$ cat config.mk
export PLATFORM = sky130hd
export DESIGN_NAME = bintree_expand
export DESIGN_NICKNAME = d
export VERILOG_FILES = /design/src/rtl/bintree_expand.sv
export SDC_FILE = /design/constraint.sdc
export NUM_CORES = 1
export LEC_CHECK = 0
export CAP_MARGIN = 10
export CORE_UTILIZATION = 45
export CTS_BUF_LIST = sky130_fd_sc_hd__clkbuf_4 sky130_fd_sc_hd__clkbuf_8 sky130_fd_sc_hd__clkbuf_16
export DETAILED_ROUTE_END_ITERATION = 6
export GPL_ROUTABILITY_DRIVEN = 0
export MAX_ROUTING_LAYER = met4
export PLACE_DENSITY = 0.74
export SLEW_MARGIN = 20
export SYNTH_ARGS = -nofsm -noshare
export SYNTH_HDL_FRONTEND = slang
export SYNTH_SLANG_ARGS = --single-unit
$ cat constraint.sdc
create_clock -name clk -period 23 [get_ports clk]
set_input_delay 4.6 -clock clk [delete_from_list [all_inputs] [get_ports clk]]
set_output_delay 4.6 -clock clk [all_outputs]
set_load 0.05 [all_outputs]
$ cat src/rtl/bintree_expand.sv
// Weight-to-pattern generator: builds an NDATA-bit word with exactly k ones,
// LANES bits per clock, in thermometer or evenly-spread (Bresenham) placement.
//
//   state | meaning
//   IDLE  | ready for a request; out_data holds the previous word
//   BUILD | writing one LANES-bit chunk per cycle, LSB chunk first
//   HOLD  | word complete, out_valid high until the consumer takes it
module bintree_expand #(
  parameter int NDATA = 128,
  parameter int LANES = 8
) (
  input  logic                     clk,
  input  logic                     rst,
  input  logic                     in_valid,
  output logic                     in_ready,
  input  logic [$clog2(NDATA):0]   in_weight,
  input  logic                     in_mode,
  output logic                     out_valid,
  input  logic                     out_ready,
  output logic [NDATA-1:0]         out_data
);

  localparam int NDATA_LOG = $clog2(NDATA);
  localparam logic [NDATA_LOG:0]   NDATA_V  = (NDATA_LOG+1)'(NDATA);
  localparam logic [NDATA_LOG-1:0] LANES_V  = NDATA_LOG'(LANES);
  localparam logic [NDATA_LOG-1:0] LAST_IDX = NDATA_LOG'(NDATA - LANES);

  typedef enum logic [1:0] {IDLE, BUILD, HOLD} state_t;

  state_t                 state_q, state_d;
  logic [NDATA_LOG:0]     k_q;
  logic                   mode_q;
  logic [NDATA_LOG-1:0]   idx_q;
  logic [NDATA_LOG:0]     acc_q, acc_d;
  logic [NDATA_LOG:0]     sum, pos;
  logic [NDATA_LOG:0]     k_sat;
  logic [LANES-1:0]       chunk;
  logic [NDATA-1:0]       out_data_q;
  logic                   accept;

  assign k_sat    = (in_weight > NDATA_V) ? NDATA_V : in_weight;
  assign accept   = in_valid && in_ready;
  assign out_data = out_data_q;

  // acc < NDATA and k <= NDATA, so acc + k always fits in NDATA_LOG+1 bits
  always_comb begin
    acc_d = acc_q;
    chunk = '0;
    sum   = '0;
    pos   = '0;
    for (int j = 0; j < LANES; j++) begin
      pos = {1'b0, idx_q} + (NDATA_LOG+1)'(j);
      if (mode_q) begin
        sum = acc_d + k_q;
        if (sum >= NDATA_V) begin
          chunk[j] = 1'b1;
          acc_d    = sum - NDATA_V;
        end else begin
          acc_d = sum;
        end
      end else begin
        chunk[j] = (pos < k_q);
      end
    end
  end

  always_comb begin
    state_d   = state_q;
    in_ready  = 1'b0;
    out_valid = 1'b0;
    case (state_q)
      IDLE: begin
        in_ready = !rst;
        if (in_valid && !rst) state_d = BUILD;
      end
      BUILD: begin
        if (idx_q == LAST_IDX) state_d = HOLD;
      end
      HOLD: begin
        out_valid = 1'b1;
        if (out_ready) state_d = IDLE;
      end
      default: state_d = IDLE;
    endcase
  end

  always_ff @(posedge clk) begin
    if (rst) begin
      state_q    <= IDLE;
      out_data_q <= '0;
      idx_q      <= '0;
      acc_q      <= '0;
      k_q        <= '0;
      mode_q     <= 1'b0;
    end else begin
      state_q <= state_d;
      case (state_q)
        IDLE: begin
          if (accept) begin
            k_q        <= k_sat;
            mode_q     <= in_mode;
            out_data_q <= '0;
            idx_q      <= '0;
            acc_q      <= '0;
          end
        end
        BUILD: begin
          out_data_q[idx_q +: LANES] <= chunk;
          idx_q                      <= idx_q + LANES_V;
          acc_q                      <= acc_d;
        end
        default: ;
      endcase
    end
  end

endmodule

# After elaboration in Yosys (flattened, before gate mapping)
# Cells that the tools add are included.
# Widths: inputs -> output; s select.
[classes] shifts=2 n_lt_le_gt_ge=17 add_sub_neg=25 n_reduce_logical=8 muxes=46 n_eq_ne=7
[op_table] cell="$pmux 128 s2" count=1
[op_table] cell="$mux 8" count=18
[op_table] cell="$bwmux 128" count=1
[op_table] cell="$mux 128" count=1
[op_table] cell="$shift 8x9->128 const A" count=1
[op_table] cell="$shiftx 8x9->128" count=1
[op_table] cell="$add 8x8->8" count=8
[op_table] cell="$ge 8x8->1 const B" count=8
[op_table] cell="$sub 8x8->8 const B" count=8
[op_table] cell="$lt 8x8->1" count=7
[op_table] cell="$add 7x3->8 const B" count=4
[op_table] cell="$mux 1" count=18
[op_table] cell="$add 7x2->8 const B" count=2
[op_table] cell="$pmux 8 s2" count=1
[op_table] cell="$pmux 7 s2" count=1
[op_table] cell="$neg 7->9" count=1
[op_table] cell="$add 7x1->8 const B" count=1
[op_table] cell="$gt 8x8->1 const B" count=1
[op_table] cell="$lt 7x8->1" count=1
[op_table] cell="$ne 2x2->1 const B" count=4
[op_table] cell="$add 7x4->7 const B" count=1
[op_table] cell="$eq 7x7->1 const B" count=1
[op_table] cell="$mux 7" count=1
[op_table] cell="$mux 2" count=3
[op_table] cell="9 further kinds" count=11
[word_totals] in_bits=13 ff_bits=154 elab_cells=111 out_inout_bits=130

# Longest topological paths before layout
[depth] depth_word=35 mapped_depth=43 ltp_nobuf=40

# Worst setup path after synthesis
# OpenSTA, ideal clock, no wires.
[synth_path] kind="input port to output port" from="input port rst" to="output port in_ready" setup_slack_ns=12.677 cell_stages=1 arrival_ns=5.723 n_path_buf=0 t_required_ns=18.400 cell_sequence="nor3_1"
[synth_via] elab_chain_cells=2
[synth_lines] element="start, declared" line_no="13" text="input logic rst,"
[synth_lines] element="$logic_not 1->1" line_no="73" text="in_ready = !rst;"
[synth_lines] element="$mux 1" line_no="71" text="case (state_q)"
[synth_lines] element="end, declared" line_no="15" text="output logic in_ready,"
# No other way between the ends.

# Worst setup path in the final report
# Ends and elaborated chain as after synthesis.

==> results.json <==
{
  "status": "completed",
  "syn-num-nets": 1094,
  "synth-warning-count": 0,
  "cts_root_buf": "sky130_fd_sc_hd__clkbuf_16",
  "post_route_cells_drive_above_1_share_pct": 8.13,
  "clkTransAtPathRegs_ns": 0.06,
  "skew_ns": 0.00762,
  "grt_overflow_total": 0,
  "max-cap-violations": 0,
  "slew-limit-headroom_pct": 25.5,
  "num_antenna_cells": 0,
  "clock_sinks": 151,
  "postCtsHoldBufs": 0,
  "fmaxAchievable_mhz": 90.8,
  "worstPathRequired_ns": 18.40,
  "routed-via-count": 7696,
  "critical_path.most_common_cell": "sky130_fd_sc_hd__clkdlybuf4s50_1",
  "via_count_of_the_first_global_routing_pass": 7119,
  "synth_top_area_cell": "sky130_fd_sc_hd__dfxtp_1",
  "post_drt_wl_per_cell_um": 17.1,
  "timing_max_transition_violations_final": 0,
  "pre_cts_slack_ns": 12.00,
  "ys_dominant_reg_cell": "sky130_fd_sc_hd__dfxtp_1",
  "cts.path.max_buffers": 2,
  "min_path_type": "flop to flop",
  "critical_path.slowest_cell": "sky130_fd_sc_hd__clkdlybuf4s50_1",
  "layout_worst_path_cycle_share_pct": 47.9,
  "grt_first_pass_wirelength_um": 37600,
  "p_switching_w": 0.000184,
  "postSynthCellCount": 1005,
  "design.core.area_mm2": 0.0183,
  "critical_path_sink_type": "output pin",
  "ys_types": 72,
  "rows": 49,
  "ctsResizeCount": 0,
  "hold_viol_final": 0,
  "io_buffer_count": 142,
  "vdd.ir_drop.worst_uv": 44.0,
  "layout_setup_ws_ns": 11.98,
  "clock_power_share_pct": 41.6,
  "netlist_area_mm2": 0.00850,
  "fp.dieW_um": 139,
  "synth-edff-count": 0,
  "worstSetupStartpointType": "primary input",
  "rsz0062_at_grt": "no",
  "grt_start_max_net_pins": 48,
  "place_area_mm2": 0.0100,
  "crit_path_cell_chain": "clkdlybuf4s50_1 -> buf_4 -> nor3_1 -> clkdlybuf4s50_1",
  "path_class": "primary input to output pin",
  "clock_tree.htree_level_count": 4,
  "worstPathMaxFanout": 35,
  "path_buf_inv": 3,
  "postLayoutCellArea_mm2": 0.0106,
  "timing.critical_path.arrival_ns": 6.42,
  "areaGrowthSynthToFinish_pct": 24.5,
  "cp_slowest_stage_delay_ns": 0.88,
  "crit-reg2reg-launch": "k_q[0]$_SDFFE_PP0P_",
  "die_height_um": 139,
  "tritoncts": "built",
  "synthTopCellsByArea": "sky130_fd_sc_hd__dfxtp_1 (36%), sky130_fd_sc_hd__ha_1 (10%), sky130_fd_sc_hd__nand2_1 (8.1%)",
  "layout.cells.non_filler": 1373,
  "worst-slew-pin-transition_ns": 1.12,
  "drtIter0Drc": 493,
  "synth_top_area_share_pct": 35.5,
  "post-cts-setup-buffers": 0,
  "place_hpwl_um": 17200,
  "final_cell_mix": "sky130_fd_sc_hd__nand2_1 (184), sky130_fd_sc_hd__dfxtp_1 (150), sky130_fd_sc_hd__clkdlybuf4s50_1 (142)",
  "final_core_util_pct": 57.9,
  "power.density_cell_area_mw_per_mm2": 59.4,
  "grt_usage_pct": 25.1,
  "top_level_ports": 143,
  "yosysSeqAreaShare_pct": 35.5,
  "cts_buffer_count": 17,
  "part_of_the_power_in_registers_pct": 43.2,
  "final.setup.tns_ns": 0,
  "cellInternalPower_w": 0.000444,
  "synth_seq_cells": 151,
  "drt.antenna.violating_nets": 0,
  "power_switching_share_pct": 29.3,
  "detail_route.drc_violations": 0,
  "clk_latency_ns": 0.42,
  "wl_final_um": 23500,
  "power.static_leakage_nw": 4.19,
  "design.die.area_mm2": 0.0195,
  "grt_antenna_before_repair": 0,
  "min_period_ns": 11.02,
  "worst_path_dominant_cell_family": "buffers and inverters",
  "numPlacedInstances": 1342,
  "r2r_slack_ns": 13.63,
  "synth-async-reset-ratio_pct": 0,
  "final_net_count": 1221,
  "finalSetupViolations": 0,
  "drt_pass1_iterations": 5,
  "floorplan.initialDensity_pct": 46.5,
  "setup.worst_path.start": "rst",
  "layout.cells.most_common": "sky130_fd_sc_hd__nand2_1",
  "post_synth.cell_area_avg_um2": 8.46,
  "power.share.combinational_pct": 15.2,
  "timing.hold.worst.start": "out_data[114]$_SDFFE_PP0P_",
  "routed_via_density": 5.61
}
[metrics by stage]
stage / hold WS, ns / total power [W]
floorplan: 0.421 / 0.000344
global placement: 0.433 / 0.000370
detailed placement: 0.442 / 0.000372
CTS: 0.450 / 0.000630
global route: 0.469 / 0.000652
finish: 0.449 / 0.000628
[power by group through the flow]
stage               logic (W)  clock network, W  registers, W
finish              0.0000957          0.000261      0.000271
global route         0.000104          0.000277      0.000272
CTS                 0.0000955          0.000263      0.000271
detailed placement  0.0000951                 0      0.000277
global placement    0.0000930                 0      0.000277
floorplan           0.0000678                 0      0.000277
[area by class of cell]
| class | instances | area (um2) |
|---|---|---|
| well taps | 229 | 287 |
| inverters | 28 | 105 |
| repair buffers | 148 | 1470 |
| fillers | 1666 | 7690 |
| multi-input cells | 786 | 5140 |
| flip-flops and latches | 151 | 3020 |
| clock buffers | 18 | 433 |
| clock inverters | 13 | 121 |
[kinds of logic after synthesis]
| kind of cell | Yosys count | synth area share, % |
|---|---|---|
| other | 1 | 0.0441 |
| xor gates and xnor gates | 31 | 3.19 |
| muxes | 7 | 0.912 |
| and+or+nand+nor | 336 | 18.9 |
| adders and majority gates | 76 | 11.9 |
| AOI/OAI and AO/OA | 335 | 25.5 |
| buffers and inverters | 68 | 3.97 |
| DFF | 151 | 35.5 |
[synthesized netlist by cell type (all sizes together) (5+ instances only)]
| master | n |
|---|---|
| o311ai | 7 |
| o21bai | 16 |
| nor2 | 38 |
| mux2 | 6 |
| nand3 | 12 |
| clkbuf | 16 |
| nand4 | 5 |
| nand4b | 9 |
| dfxtp | 151 |
| a31oi | 9 |
| nand2b | 18 |
| buf | 24 |
| inv | 28 |
| or3 | 7 |
| nand2 | 184 |
| nor3 | 22 |
| a311oi | 5 |
| xor2 | 10 |
| a21o | 27 |
| o21ai | 171 |
| a211oi | 19 |
| nor2b | 20 |
| a21oi | 55 |
| o2bb2ai | 6 |
| fa | 8 |
| ha | 68 |
| xnor2 | 21 |
[worst paths after layout]
| path | cells past startpoint | to |
|---|---|---|
| setup / recovery | 4 | in_ready |
| hold / removal | 2 | out_data[114]$_SDFFE_PP0P_ |
| setup reg to reg | 40 | out_data[15]$_SDFFE_PP0P_ |
| hold reg to reg | 2 | out_data[114]$_SDFFE_PP0P_ |
[registers in the layout, summed over array words and instances, names as in the netlist]
name,cells
acc_q,8
idx_q,4
k_q,8
mode_q,1
out_data,128
state_q,2
[worst min-delay path: cells and delay by family (launching register included)]
kind	cells	cell delay, ns
flops	1	0.30
simple gates	1	0.05
compound gates	1	0.05
[metal layers]
| metal | share of wire (%) | global-route usage [%] |
|---|---|---|
| met1 | 45 | 30.7 |
| met2 | 48 | 42.0 |
| met3 | 5.2 | 4.23 |
| met4 | 2.3 | 8.19 |
| met5 | 0 | - |
Note: power is estimated with default switching activity, not from simulation.
